## src/rtl/rv32i_multicycle_ctrl_if.sv

```systemverilog
// Control bundle between the multi-cycle RV32I main FSM and its datapath.
//   Datapath -> control : op, funct3, funct7b5 (instruction fields from the IR),
//                         zero (ALU flag), mem_ready (memory access completes this cycle).
//   Control -> datapath : memory strobes, IR/PC/register write strobes, mux selects,
//                         ALU op, immediate format, retire pulse and sticky illegal flag.
// master: the controller. slave: the datapath/memory side.
interface rv32i_multicycle_ctrl_if;
    logic [6:0] op;
    logic [2:0] funct3;
    logic       funct7b5;
    logic       zero;
    logic       mem_ready;

    logic       mem_read;
    logic       mem_write;
    logic       adr_src;
    logic       ir_write;
    logic       pc_write;
    logic       reg_write;
    logic [1:0] result_src;
    logic [1:0] alu_src_a;
    logic [1:0] alu_src_b;
    logic [2:0] alu_control;
    logic [1:0] imm_src;
    logic       retire;
    logic       illegal;

    modport master (
        input  op, funct3, funct7b5, zero, mem_ready,
        output mem_read, mem_write, adr_src, ir_write, pc_write, reg_write,
        output result_src, alu_src_a, alu_src_b, alu_control, imm_src, retire, illegal
    );

    modport slave (
        output op, funct3, funct7b5, zero, mem_ready,
        input  mem_read, mem_write, adr_src, ir_write, pc_write, reg_write,
        input  result_src, alu_src_a, alu_src_b, alu_control, imm_src, retire, illegal
    );
endinterface

```

## src/rtl/rv32i_multicycle_ctrl.sv

```systemverilog
// Main control FSM of the multi-cycle RV32I core (lw, sw, R/I ALU, beq, jal).
// Sequences fetch/decode/execute/memory/writeback over one shared ALU and one memory port.
// Ports:
//   clk   - core clock, rising edge
//   rst_n - asynchronous active-low reset; all outputs are forced low while asserted
//   bus   - control bundle (master side), see rv32i_multicycle_ctrl_if
// Only the state is registered; every output is a combinational decode of the state and
// the current instruction fields / zero / mem_ready.
module rv32i_multicycle_ctrl #(
    parameter logic [6:0] OP_LW  = 7'b0000011,
    parameter logic [6:0] OP_SW  = 7'b0100011,
    parameter logic [6:0] OP_R   = 7'b0110011,
    parameter logic [6:0] OP_I   = 7'b0010011,
    parameter logic [6:0] OP_BEQ = 7'b1100011,
    parameter logic [6:0] OP_JAL = 7'b1101111
) (
    input  logic                          clk,
    input  logic                          rst_n,
    rv32i_multicycle_ctrl_if.master       bus
);

    typedef enum logic [3:0] {
        StFetch, StDecode, StMemAdr, StMemRead, StMemWb, StMemWrite,
        StExecR, StExecI, StAluWb, StBeq, StJal, StTrap
    } state_e;

    localparam logic [2:0] AluAdd = 3'b000;
    localparam logic [2:0] AluSub = 3'b001;
    localparam logic [2:0] AluAnd = 3'b010;
    localparam logic [2:0] AluOr  = 3'b011;
    localparam logic [2:0] AluXor = 3'b100;
    localparam logic [2:0] AluSlt = 3'b101;

    state_e state_q, state_d;

    always_ff @(posedge clk or negedge rst_n) begin
        if (!rst_n) begin
            state_q <= StFetch;
        end else begin
            state_q <= state_d;
        end
    end

    // funct3 -> ALU op for EXECUTER/EXECUTEI; funct3 001/011/101 have no support here.
    logic [2:0] alu_dec;
    logic       f3_bad;

    always_comb begin
        alu_dec = AluAdd;
        f3_bad  = 1'b0;
        unique case (bus.funct3)
            3'b000:  alu_dec = (bus.op == OP_R && bus.funct7b5) ? AluSub : AluAdd;
            3'b010:  alu_dec = AluSlt;
            3'b100:  alu_dec = AluXor;
            3'b110:  alu_dec = AluOr;
            3'b111:  alu_dec = AluAnd;
            default: f3_bad  = 1'b1;
        endcase
    end

    always_comb begin
        state_d         = state_q;
        bus.mem_read    = 1'b0;
        bus.mem_write   = 1'b0;
        bus.adr_src     = 1'b0;
        bus.ir_write    = 1'b0;
        bus.pc_write    = 1'b0;
        bus.reg_write   = 1'b0;
        bus.result_src  = 2'b00;
        bus.alu_src_a   = 2'b00;
        bus.alu_src_b   = 2'b00;
        bus.alu_control = AluAdd;
        bus.imm_src     = 2'b00;
        bus.retire      = 1'b0;
        bus.illegal     = 1'b0;

        if (bus.op == OP_SW) begin
            bus.imm_src = 2'b01;
        end else if (bus.op == OP_BEQ) begin
            bus.imm_src = 2'b10;
        end else if (bus.op == OP_JAL) begin
            bus.imm_src = 2'b11;
        end

        unique case (state_q)
            StFetch: begin
                bus.mem_read   = 1'b1;
                bus.alu_src_b  = 2'b10;
                bus.result_src = 2'b10;
                bus.ir_write   = bus.mem_ready;
                bus.pc_write   = bus.mem_ready;
                if (bus.mem_ready) state_d = StDecode;
            end
            StDecode: begin
                // Branch/jal target (oldPC + imm) is parked in ALUOut here.
                bus.alu_src_a = 2'b01;
                bus.alu_src_b = 2'b01;
                if (bus.op == OP_LW || bus.op == OP_SW) state_d = StMemAdr;
                else if (bus.op == OP_R)                state_d = StExecR;
                else if (bus.op == OP_I)                state_d = StExecI;
                else if (bus.op == OP_BEQ)              state_d = StBeq;
                else if (bus.op == OP_JAL)              state_d = StJal;
                else                                    state_d = StTrap;
            end
            StMemAdr: begin
                bus.alu_src_a = 2'b10;
                bus.alu_src_b = 2'b01;
                state_d = (bus.op == OP_LW) ? StMemRead : StMemWrite;
            end
            StMemRead: begin
                bus.adr_src  = 1'b1;
                bus.mem_read = 1'b1;
                if (bus.mem_ready) state_d = StMemWb;
            end
            StMemWb: begin
                bus.result_src = 2'b01;
                bus.reg_write  = 1'b1;
                bus.retire     = 1'b1;
                state_d        = StFetch;
            end
            StMemWrite: begin
                bus.adr_src   = 1'b1;
                bus.mem_write = 1'b1;
                if (bus.mem_ready) begin
                    bus.retire = 1'b1;
                    state_d    = StFetch;
                end
            end
            StExecR, StExecI: begin
                bus.alu_src_a   = 2'b10;
                bus.alu_src_b   = (state_q == StExecI) ? 2'b01 : 2'b00;
                bus.alu_control = alu_dec;
                state_d         = f3_bad ? StTrap : StAluWb;
            end
            StAluWb: begin
                bus.reg_write = 1'b1;
                bus.retire    = 1'b1;
                state_d       = StFetch;
            end
            StBeq: begin
                bus.alu_src_a   = 2'b10;
                bus.alu_control = AluSub;
                bus.pc_write    = bus.zero;
                bus.retire      = 1'b1;
                state_d         = StFetch;
            end
            StJal: begin
                bus.alu_src_a = 2'b01;
                bus.alu_src_b = 2'b10;
                bus.pc_write  = 1'b1;
                state_d       = StAluWb;
            end
            StTrap: begin
                // Only reset leaves this state, so the flag is sticky.
                bus.illegal = 1'b1;
            end
            default: state_d = StFetch;
        endcase

        // Reset must not let any strobe through, even before the edge-triggered state
        // register has settled.
        if (!rst_n) begin
            bus.mem_read    = 1'b0;
            bus.mem_write   = 1'b0;
            bus.adr_src     = 1'b0;
            bus.ir_write    = 1'b0;
            bus.pc_write    = 1'b0;
            bus.reg_write   = 1'b0;
            bus.result_src  = 2'b00;
            bus.alu_src_a   = 2'b00;
            bus.alu_src_b   = 2'b00;
            bus.alu_control = AluAdd;
            bus.imm_src     = 2'b00;
            bus.retire      = 1'b0;
            bus.illegal     = 1'b0;
        end
    end

endmodule

```

## src/flat_wrapper.sv

```systemverilog
// flat-port wrapper written by rule: the top's interface ports become plain ports
module rv32i_multicycle_ctrl_flat 
#(
    parameter logic [6:0] OP_LW  = 7'b0000011,
    parameter logic [6:0] OP_SW  = 7'b0100011,
    parameter logic [6:0] OP_R   = 7'b0110011,
    parameter logic [6:0] OP_I   = 7'b0010011,
    parameter logic [6:0] OP_BEQ = 7'b1100011,
    parameter logic [6:0] OP_JAL = 7'b1101111
)
  (clk, rst_n, bus_op, bus_funct3, bus_funct7b5, bus_zero, bus_mem_ready, bus_mem_read, bus_mem_write, bus_adr_src, bus_ir_write, bus_pc_write, bus_reg_write, bus_result_src, bus_alu_src_a, bus_alu_src_b, bus_alu_control, bus_imm_src, bus_retire, bus_illegal);
  rv32i_multicycle_ctrl_if bus_i ();
  input  logic clk;
  input  logic rst_n;
  input wire logic [$bits(bus_i.op)-1:0] bus_op;
  input wire logic [$bits(bus_i.funct3)-1:0] bus_funct3;
  input wire logic [$bits(bus_i.funct7b5)-1:0] bus_funct7b5;
  input wire logic [$bits(bus_i.zero)-1:0] bus_zero;
  input wire logic [$bits(bus_i.mem_ready)-1:0] bus_mem_ready;
  output wire logic [$bits(bus_i.mem_read)-1:0] bus_mem_read;
  output wire logic [$bits(bus_i.mem_write)-1:0] bus_mem_write;
  output wire logic [$bits(bus_i.adr_src)-1:0] bus_adr_src;
  output wire logic [$bits(bus_i.ir_write)-1:0] bus_ir_write;
  output wire logic [$bits(bus_i.pc_write)-1:0] bus_pc_write;
  output wire logic [$bits(bus_i.reg_write)-1:0] bus_reg_write;
  output wire logic [$bits(bus_i.result_src)-1:0] bus_result_src;
  output wire logic [$bits(bus_i.alu_src_a)-1:0] bus_alu_src_a;
  output wire logic [$bits(bus_i.alu_src_b)-1:0] bus_alu_src_b;
  output wire logic [$bits(bus_i.alu_control)-1:0] bus_alu_control;
  output wire logic [$bits(bus_i.imm_src)-1:0] bus_imm_src;
  output wire logic [$bits(bus_i.retire)-1:0] bus_retire;
  output wire logic [$bits(bus_i.illegal)-1:0] bus_illegal;
  assign bus_i.op = bus_op;
  assign bus_i.funct3 = bus_funct3;
  assign bus_i.funct7b5 = bus_funct7b5;
  assign bus_i.zero = bus_zero;
  assign bus_i.mem_ready = bus_mem_ready;
  assign bus_mem_read = bus_i.mem_read;
  assign bus_mem_write = bus_i.mem_write;
  assign bus_adr_src = bus_i.adr_src;
  assign bus_ir_write = bus_i.ir_write;
  assign bus_pc_write = bus_i.pc_write;
  assign bus_reg_write = bus_i.reg_write;
  assign bus_result_src = bus_i.result_src;
  assign bus_alu_src_a = bus_i.alu_src_a;
  assign bus_alu_src_b = bus_i.alu_src_b;
  assign bus_alu_control = bus_i.alu_control;
  assign bus_imm_src = bus_i.imm_src;
  assign bus_retire = bus_i.retire;
  assign bus_illegal = bus_i.illegal;
  rv32i_multicycle_ctrl #(.OP_LW(OP_LW), .OP_SW(OP_SW), .OP_R(OP_R), .OP_I(OP_I), .OP_BEQ(OP_BEQ), .OP_JAL(OP_JAL)) u_core (.clk(clk), .rst_n(rst_n), .bus(bus_i));
endmodule
```

## config.mk

```make
export PLATFORM = sky130hd
export DESIGN_NAME = rv32i_multicycle_ctrl_flat
export DESIGN_NICKNAME = d
export VERILOG_FILES = /design/src/rtl/rv32i_multicycle_ctrl_if.sv /design/src/rtl/rv32i_multicycle_ctrl.sv /design/src/flat_wrapper.sv
export SDC_FILE = /design/constraint.sdc
export NUM_CORES = 1
export LEC_CHECK = 0
export BUFFER_PORTS_ARGS = -buffer_cell sky130_fd_sc_hd__clkbuf_2
export CAP_MARGIN = 20
export CORE_MARGIN = 2
export CORE_UTILIZATION = 48
export CTS_CLUSTER_SIZE = 30
export DETAILED_ROUTE_END_ITERATION = 6
export GPL_TIMING_DRIVEN = 0
export PLACE_DENSITY = 0.89
export SLEW_MARGIN = 25
export SYNTH_ARGS = -nofsm -noshare
export SYNTH_HDL_FRONTEND = slang
export SYNTH_SLANG_ARGS = --single-unit
```

## constraint.sdc

```tcl
create_clock -name clk -period 3.1 [get_ports clk]
set_clock_uncertainty 0.15 [all_clocks]
set_input_delay 0.62 -clock clk [delete_from_list [all_inputs] [get_ports clk]]
set_output_delay 0.62 -clock clk [all_outputs]
set_load 0.02 [all_outputs]
```

==> implementation parameters, run 1 <==
Parameter                              Value

STA
  Slew at the pin closest to its max-slew limit    between 400 and 500 ps
  Time the worst path needs with I/O delays and setup    between 2000 and 3000 ps
  Worst-case headroom to the max-slew limit    a little over two thirds
  Setup tns final    0 ps
  Max-slew violations    0
  Number of failing hold endpoints at the final stage    0
  Final Cycle Share    82.4%
  Final number of setup-violating endpoints    0
  RSZ-0062 raised after global routing    no
  Highest Clock Rate    between 0.3 and 0.4 GHz

Clock tree
  Maximum buffer depth of the clock tree    2
  CTS Hold Bufs    0
  Setup Fix Bufs, Post-CTS    0
  Number of levels in the clock H-tree    1
  Number of buffers inserted during clock tree synthesis    3
  TritonCTS Sinks    4
  Clk root buf    clkbuf_4
  Post-CTS Resized    0
  TritonCTS clock tree    yes
  Clk Latency, worst-skew pair    250 ps
  CTS clock-pin slew for the worst setup and hold paths    ~40 ps

Synthesis
  Adder and majority cell fraction of the synthesized area    0%
  Simple-gate share of the synthesized area    between 50% and 60%
  Most area-consuming cells after synthesis    dfrtp_1 (15%), nor3_1 (6.8%), nor2_1 (6.8%), nand2b_1 (6.6%), nand2_1 (5.6%)
  Most frequent cell after synthesis    nor2_1
  Commonest cells post-synth    nor2_1 (12), nand2_1 (10), nor3_1 (9)
  Cell accounting for the most synthesized area    dfrtp_1
  Synthesized net count    roughly 120
  Total standard cell area after synthesis    664 µm²
  Total of warnings raised by yosys    0
  Count of different cell masters after synthesis    between 40 and 50
  Post-synth top area share    ~15%
  Post-synthesis instance total    102
  Syn avg cell area    ~6.5 µm²
  Prevailing post-synth register cell    dfrtp_1
  XOR/XNOR Fraction of Synth Area    about 5.3%
  Fraction of the mapped netlist area in compound gates    about a fifth
  Sequential cell area fraction in the yosys report    between 10% and 20%
  Total of flip-flops plus latches after synthesis    4
  Count of flip-flops with a built-in enable after synthesis    0
  Main combinational cell family by area after synthesis    simple AND/OR/NAND/NOR gates
  Synth async-reset ratio    between 90% and 100%
  Multiplexer fraction of the synthesized cell area    about 1.7%

Final layout
  Area overhead of the layout relative to synthesis    31.1%
  Final non-filler cell area    between 800 and 900 µm²
  Diode count    0
  Fillers    about 130
  Top register by number of flip-flops    u_core.state_q
  Max FFs per register    4
  NumNets Final    around 160
  Share of final-layout standard cells stronger than drive strength 1    approximately a third
  Largest registers    u_core.state_q x4

Global route
  Total congestion overflow    0
  GRT Util Overall    a little over a quarter
  Global-route wire length before repair    2.95 mm
  Vias in the first global route    roughly 740
  Pin count of the biggest net entering global routing    11
  Initial antenna violation count    0

Route
  DR vias/cell    5.91
  Drt drc    0
  Average detailed-routed wire length per instance    12.4 µm
  TritonRoute pass-1 iters    4
  Count of nets left with antenna violations after detail routing    0
  Routed WL    approximately 1.9 mm
  Initial DRC count    21
  Routed vias    ~900

Worst setup path
  Kind of cell adding the most delay to the critical path    buffers and inverters
  Type of the setup path with the least slack    primary input to primary output
  Chain of cells forming the critical path    clkbuf_2 -> clkbuf_1 -> nand2b_1 -> nor4_1 -> clkbuf_2
  Crit path arrival time    1790 ps
  Crit path max fanout    10
  CP most frequent cell    clkbuf_2
  Worst path bufs/invs    3
  Crit path largest cell delay    360 ps
  Data required time at the worst endpoint    2330 ps
  Slowest cell on crit path    clkbuf_1
  Kind of end point of the critical path    primary output
  Sort of element at the start of the critical path    primary input

Outcome
  Status    complete, no violations

Die
  Initial cell density of the core    51.1%
  Overall die width    between 40 and 50 µm
  FP Rows    13
  Number of placed I/O pins    34
  Placeable core region    1300 µm²
  Die area    1700 µm²
  Floorplan die height    ~41 µm

Power and ir drop
  IR drop worst, VDD    between 0.4 and 0.5 mV
  Ratio of total power to cell area    roughly 840 nW/µm²
  Lkg Pwr    just over 0.4 nW

Place
  Placed cell areas    approximately 850 µm²
  Post-detail-place hpwl    1.48 mm
  Total of buffers placed on input and output ports    33
  Final weighted congestion in routability-driven placement    about 0.94

Worst hold path
  Min-delay worst type    primary input to async pin

Run
  Max-cap viol count    0
area by class of cell:
| type | instances | area (µm²) | area share [%] |
|---|---|---|---|
| Multi-Input combinational cell | 89 | 526 | 60.3 |
| Timing Repair Buffer | 33 | 165 | 19.0 |
| Sequential cell | 4 | 100 | 11.5 |
| Inverter | 2 | 7.51 | 0.862 |
| Tap cell | 15 | 18.8 | 2.16 |
| Clock buffer | 3 | 22.5 | 2.59 |
| Buffer | 7 | 31.3 | 3.59 |
cells in the final DEF, fill, tap and decap left out, types with 4 or more instances in the layout:
master    count
buf_2         4
nor2_1       12
a21oi_1       7
clkbuf_2     33
nand3_1       4
nor3_1        9
nand2b_1      7
dfrtp_1       4
nand2_1      10
worst paths after layout:
kind | slack (ps) | to | from | cells after the start
min in group clk | 530 | u_core.state_q[3] | u_core.state_q[2] | 2
max in group asynchronous | 2610 | u_core.state_q[1] | rst_n | 1
worst max-delay path | 540 | bus_ir_write | rst_n | 5
worst min-delay path | 40 | u_core.state_q[2] | rst_n | 1
worst max register to register | 1450 | u_core.state_q[0] | u_core.state_q[0] | 5
worst min register to register | 530 | u_core.state_q[3] | u_core.state_q[2] | 2
worst register-to-register path: cells and delay by family (launching register included):
kind	cells	cell delay [ps]
flip-flops	1	370
AND/OR/NAND/NOR	2	520
AO/OA/AOI/OAI	2	320
buffers and inverters	1	210
kinds of logic after synthesis:
| group | after synthesis |
|---|---|
| AND/OR/NAND/NOR | 62 |
| flip-flops | 4 |
| multiplexers | 1 |
| AO/OA/AOI/OAI | 22 |
| buffers and inverters | 9 |
| XOR/XNOR | 4 |
report_power, final:
part / internal, mW / leakage, nW / switching [mW] / total (mW)
sequential: 0.0785 / 0.0503 / 0.0160 / 0.0944
clock: 0.0436 / 0.0138 / 0.0259 / 0.0695
combinational: 0.211 / 0.344 / 0.357 / 0.569
total: 0.333 / 0.408 / 0.399 / 0.733
layer usage:
layer | part of all wire (%) | track usage, % | vias to the layer above
met5 | 0 | 0 | -
met4 | 3.4 | 16.1 | 0
met3 | 6.8 | 4.35 | 9
met2 | 48 | 45.3 | 40
met1 | 42 | 30.0 | 412
li1 | - | - | 443
stage by stage:
stage / worst slack (ps) / hold WS, ps / std cells / power, mW / util, %
3_5_place_dp: 538 / 297 / 150 / 0.650 / 65.2
4_1_cts: 536 / 44.8 / 153 / 0.726 / 66.9
5_1_grt: 433 / 47.4 / 153 / 0.798 / 66.9
6_report: 545 / 37.4 / 153 / 0.733 / 66.9
2_1_floorplan: 665 / 174 / 102 / 0.516 / -
3_3_place_gp: 589 / 289 / 150 / 0.642 / 65.2
No activity file was read; power rests on OpenSTA's default activity.
==> run 2: changes to the inputs <==
--- a/config.mk
+++ b/config.mk
@@ -8,11 +8,11 @@
 export BUFFER_PORTS_ARGS = -buffer_cell sky130_fd_sc_hd__clkbuf_2
 export CAP_MARGIN = 20
 export CORE_MARGIN = 2
-export CORE_UTILIZATION = 48
+export CORE_UTILIZATION = 40
 export CTS_CLUSTER_SIZE = 30
 export DETAILED_ROUTE_END_ITERATION = 6
 export GPL_TIMING_DRIVEN = 0
-export PLACE_DENSITY = 0.89
+export PLACE_DENSITY = 0.8
 export SLEW_MARGIN = 25
 export SYNTH_ARGS = -nofsm -noshare
 export SYNTH_HDL_FRONTEND = slang
==> constraint.sdc (replaced) <==
create_clock -name clk -period 2.3 [get_ports clk]
set_clock_uncertainty 0.15 [all_clocks]
set_input_delay 0.46 -clock clk [delete_from_list [all_inputs] [get_ports clk]]
set_output_delay 0.46 -clock clk [all_outputs]
set_load 0.02 [all_outputs]
==> run 2 against run 1 <==
Critical path depth fell by 1; global-route usage decreased by 3.9 points; cell count increased by 1.3%; combinational power is 41% higher; total power up 40%; worst hold slack improved by 430 ps; core utilization shrank 8.0 points; sequential power is 38% higher; wire length is 8.3% higher; largest power group unchanged; sequential share of layout area shrank 0.35 points.
==> implementation parameters, run 2 (synthesized netlist as in run 1, its figures left out) <==
Parameter                              Value

Outcome
  Status    complete, no violations

STA
  Worst-case headroom to the max-slew limit    ~75%
  Number of failing hold endpoints at the final stage    0
  Final Cycle Share    about 97%
  Slew at the pin closest to its max-slew limit    around 370 ps
  Tightest hold margin    467 ps
  RSZ-0062 raised after global routing    yes
  Max-slew violations    0
  Final number of setup-violating endpoints    0
  Highest Clock Rate    around 0.45 GHz
  Minimum setup slack in the final design    between 70 and 80 ps
  Time the worst path needs with I/O delays and setup    between 2000 and 2500 ps

Global route
  Initial antenna violation count    0
  Pin count of the biggest net entering global routing    11
  Met2 usage    just under 40%
  Total congestion overflow    0
  Met1 Track Usage GR    a little over a quarter
  Global routing met3 resource utilization    2.00%
  Vias in the first global route    between 800 and 900
  GRT Util Overall    between 20 and 25%
  Global-route wire length before repair    about 3.4 mm
  Grt peak-use layer    met2

Worst setup path
  Logic depth of the worst register-to-register path    5
  Crit path largest cell delay    around 400 ps
  Endpoint of the lowest-slack register-to-register path    u_core.state_q[0]
  Beginning of the critical path    u_core.state_q[3]
  Data required time at the worst endpoint    about 1700 ps
  Chain of cells forming the critical path    nand2b_1 -> or3_1 -> o22ai_1 -> clkbuf_2
  Slowest cell on crit path    or3_1
  Sort of element at the start of the critical path    register
  R2r startpoint    u_core.state_q[1]
  Crit path arrival time    around 1600 ps
  Type of the setup path with the least slack    register to primary output
  Crit path max fanout    7
  Kind of end point of the critical path    primary output
  Timing endpoint of the critical path    bus_alu_control[0]
  Worst R2R Setup Slack    around 680 ps

Final layout
  Final Non-Filler Cells    155
  Area of combinational cells with multiple inputs    around 540 µm²
  Register cell area after layout    100 µm²
  Share of final-layout standard cells stronger than drive strength 1    36.7%
  Largest registers    u_core.state_q x4
  Most common library cell in the layout ignoring fill and taps    clkbuf_2
  Area overhead of the layout relative to synthesis    35.2%
  Max FFs per register    4
  Fillers    between 100 and 150
  Diode count    0
  Most frequent cells in the layout    clkbuf_2 (36), nor2_1 (12), nand2_1 (10)
  Final Core Density    between 50% and 60%
  NumNets Final    approximately 160
  Top register by number of flip-flops    u_core.state_q

Place
  Total of buffers placed on input and output ports    33
  Post-detail-place hpwl    roughly 1.6 mm
  Number of placed instances with taps included    ~150
  Final weighted congestion in routability-driven placement    roughly 0.9
  DP Worst Slack    between 50 and 60 ps

Die
  FP Rows    14
  Overall die width    around 45 µm
  Placeable core region    roughly 1500 µm²
  Floorplan die height    around 45 µm
  Initial cell density of the core    between 40% and 50%
  Die area    ~2000 µm²
  Number of placed I/O pins    34

Power and ir drop
  IR drop worst, VDD    between 0.4 and 0.5 mV
  Lkg Pwr    0.426 nW
  Post-route total power    about 1 mW
  Ratio of total power to cell area    between 1000 and 1500 nW/µm²

Route
  Routed vias    a little over 900
  Average detailed-routed wire length per instance    13.2 µm
  Routed WL    slightly above 2 mm
  DR vias/cell    5.84
  Drt drc    0
  Initial DRC count    21
  TritonRoute pass-1 iters    4
  Count of nets left with antenna violations after detail routing    0

Clock tree
  TritonCTS clock tree    yes
  CTS clock-pin slew for the worst setup and hold paths    50 ps
  Setup Fix Bufs, Post-CTS    0
  TritonCTS Sinks    4
  Number of buffers inserted during clock tree synthesis    3
  Clk Latency, worst-skew pair    250 ps
  Clk root buf    clkbuf_4
  Number of levels in the clock H-tree    1
  Maximum buffer depth of the clock tree    2

Run
  Max-cap viol count    0

Worst hold path
  Min-delay worst type    primary input to async pin
## run 2: cell type report
class | instances | area share [%]
multi-input combinational | 89 | 59.6
timing repair buffer | 34 | 19.5
clock buffer | 3 | 2.51
buffer | 7 | 4.18
tap | 16 | 2.23
inverter | 2 | 0.836
sequential | 4 | 11.1
## run 2: routing by layer
| metal | vias up | share of wire, % |
|---|---|---|
| met5 | - | 0 |
| met4 | 0 | 2.4 |
| met3 | 7 | 7.3 |
| met2 | 44 | 49 |
| met1 | 413 | 41 |
| li1 | 441 | - |
## run 2: worst min path at each step
stage	start	end	cells past startpoint
floorplan	rst_n	u_core.state_q[0]	0
global placement	rst_n	u_core.state_q[1]	1
detailed placement	rst_n	u_core.state_q[2]	1
CTS	rst_n	u_core.state_q[3]	2
global route	rst_n	u_core.state_q[3]	2
finish	rst_n	u_core.state_q[3]	2
## run 2: report_power, final
part           internal (mW)  switching (mW)  total [mW]
Clock                 0.0591          0.0393      0.0984
Combinational          0.306           0.494       0.800
Sequential             0.106          0.0240       0.130
## run 2: timing repair
item                       CTS  global route
gates resized for setup      0             8
setup endpoints to repair    0             8
hold endpoints to repair     4             0
hold buffers                 1             0
## run 2: stage by stage
stage | TNS (ps) | area [µm²]
2_1_floorplan | 0 | 664
3_3_place_gp | 0 | 850
3_5_place_dp | 0 | 850
4_1_cts | 0 | 882
5_1_grt | -12.8 | 898
6_report | 0 | 898
## run 2: worst max-delay path, delay by kind of cell (launching register included)
kind | cells | cell delay, ps
AOI/OAI and AO/OA | 1 | 160
and+or+nand+nor | 2 | 640
DFF | 1 | 360
buffers and inverters | 1 | 190
==> run 3: changes to the inputs <==
--- a/config.mk
+++ b/config.mk
@@ -12,7 +12,7 @@
 export CTS_CLUSTER_SIZE = 30
 export DETAILED_ROUTE_END_ITERATION = 6
 export GPL_TIMING_DRIVEN = 0
-export PLACE_DENSITY = 0.8
+export PLACE_DENSITY = 0.86
 export SLEW_MARGIN = 25
 export SYNTH_ARGS = -nofsm -noshare
 export SYNTH_HDL_FRONTEND = slang
==> run 3 against run 2 <==
Total power decreased by 2.0%; non-clock buffer count unchanged; global-route usage fell by 0.67 points; wire length down 6.8%; sequential power decreased by 3%; highest routed layer is now met3.
==> implementation parameters, run 3 (synthesized netlist as in run 1, its figures left out) <==
Parameter                              Value

Final layout
  Area overhead of the layout relative to synthesis    35.2%
  Fillers    around 150
  Max FFs per register    4
  NumNets Final    156
  Top register by number of flip-flops    u_core.state_q
  Share of final-layout standard cells stronger than drive strength 1    36.7%
  Largest registers    u_core.state_q x4
  Diode count    0
  Most frequent cells in the layout    clkbuf_2 (36), nor2_1 (12), nand2_1 (10)
  Most common library cell in the layout ignoring fill and taps    clkbuf_2

Route
  Total length of routed met2 wires    about 960 µm
  Initial DRC count    20
  Routed vias    867
  Drt drc    0
  Wire length on met1    roughly 800 µm
  DR vias/cell    about 5.6
  TritonRoute pass-1 iters    4
  Count of nets left with antenna violations after detail routing    0
  Detail Route met3 WL    around 150 µm
  Average detailed-routed wire length per instance    between 10 and 15 µm
  Routed WL    between 1.5 and 2 mm
  Top Layer Used    met3

Clock tree
  CTS clock-pin slew for the worst setup and hold paths    roughly 40 ps
  Number of levels in the clock H-tree    1
  TritonCTS clock tree    yes
  TritonCTS Sinks    4
  Clk Latency, worst-skew pair    roughly 230 ps
  Maximum buffer depth of the clock tree    2
  Clk root buf    clkbuf_4
  Setup Fix Bufs, Post-CTS    0
  Number of buffers inserted during clock tree synthesis    3

Place
  Total of buffers placed on input and output ports    33
  Final weighted congestion in routability-driven placement    slightly above 0.8
  Post-detail-place hpwl    1.54 mm

STA
  Final Cycle Share    approximately 95%
  Max-slew violations    0
  Worst-case headroom to the max-slew limit    between 70% and 80%
  Setup tns final    0 ps
  Time the worst path needs with I/O delays and setup    roughly 2200 ps
  Final number of setup-violating endpoints    0
  Slew at the pin closest to its max-slew limit    between 400 and 500 ps
  RSZ-0062 raised after global routing    no
  Tightest hold margin    471 ps
  Number of failing hold endpoints at the final stage    0
  Highest Clock Rate    about 0.46 GHz

Die
  Placeable core region    between 1500 and 2000 µm²
  Floorplan die height    44.8 µm
  Initial cell density of the core    between 40% and 50%
  Number of placed I/O pins    34
  Die area    around 2000 µm²
  Overall die width    44.8 µm
  FP Rows    14

Global route
  Vias in the first global route    807
  Pin count of the biggest net entering global routing    11
  Initial antenna violation count    0
  GRT Util Overall    roughly 22%
  Total congestion overflow    0
  Global-route wire length before repair    roughly 3.4 mm

Run
  Max-cap viol count    0

Worst setup path
  Crit path arrival time    1580 ps
  Kind of end point of the critical path    primary output
  Crit path max fanout    4
  Sort of element at the start of the critical path    primary input
  Type of the setup path with the least slack    primary input to primary output
  Data required time at the worst endpoint    around 1700 ps

Power and ir drop
  IR drop worst, VDD    between 0.4 and 0.5 mV
  Ratio of total power to cell area    around 1100 nW/µm²
  Lkg Pwr    ~0.43 nW

Outcome
  Status    complete, no violations

Worst hold path
  Min-delay worst type    primary input to async pin
-- run 3: cell counts in the layout (fill, tap and decap cells not counted) --
No cell type changed its count.
-- run 3: through the flow --
step | power [mW] | setup WS [ps] | cell area, µm² | utilization (%) | cells
6_report | 1.01 | 108 | 898 | 58.9 | 155
2_1_floorplan | 0.695 | 152 | 664 | - | 102
5_1_grt | 1.11 | 5.14 | 898 | 58.9 | 155
4_1_cts | 0.975 | 50.3 | 882 | 57.9 | 155
3_5_place_dp | 0.882 | 65.6 | 850 | 55.7 | 151
3_3_place_gp | 0.863 | 114 | 850 | 55.7 | 151
-- run 3: worst paths after layout --
kind                                    from            endpoint  slack (ps)  cells after the start
max reg2reg                u_core.state_q[1]   u_core.state_q[0]         730                      5
max                                bus_op[3]  bus_alu_control[0]         110                      6
min                                    rst_n   u_core.state_q[3]         470                      2
max in group asynchronous              rst_n   u_core.state_q[1]        1360                      2
min in group clk                   bus_op[3]   u_core.state_q[0]         500                      3
min reg2reg                u_core.state_q[2]   u_core.state_q[3]         530                      2
-- run 3: layout make-up --
type,instances,area (µm²),area share [%]
Multi-Input combinational cell,89,536,59.6
Inverter,2,7.51,0.836
Buffer,7,37.5,4.18
Timing Repair Buffer,34,175,19.5
Tap cell,16,20.0,2.23
Sequential cell,4,100,11.1
Clock buffer,3,22.5,2.51
-- run 3: metal layers --
metal	vias to the layer above	global-route usage, %
met4	0	1.82
met2	38	38.3
met3	0	4.00
li1	443	-
met1	386	28.9
met5	-	0
-- run 3: power breakdown --
part	switching (mW)	total (mW)	internal [mW]
clock network	0.0274	0.0857	0.0583
registers	0.0202	0.126	0.106
logic	0.490	0.796	0.306
total	0.538	1.01	0.470
-- run 3: repair_timing --
item                                    CTS  global route
hold endpoints to repair                  4             0
hold buffers                              1             0
endpoints found under the setup margin    0             7
gates resized for setup                   0             8
-- run 3: critical path, stage by stage --
cell      delay, ps
clkbuf_2        110
or3_4           400
nor2_2          150
a21oi_1         100
o22ai_1         170
clkbuf_2        190
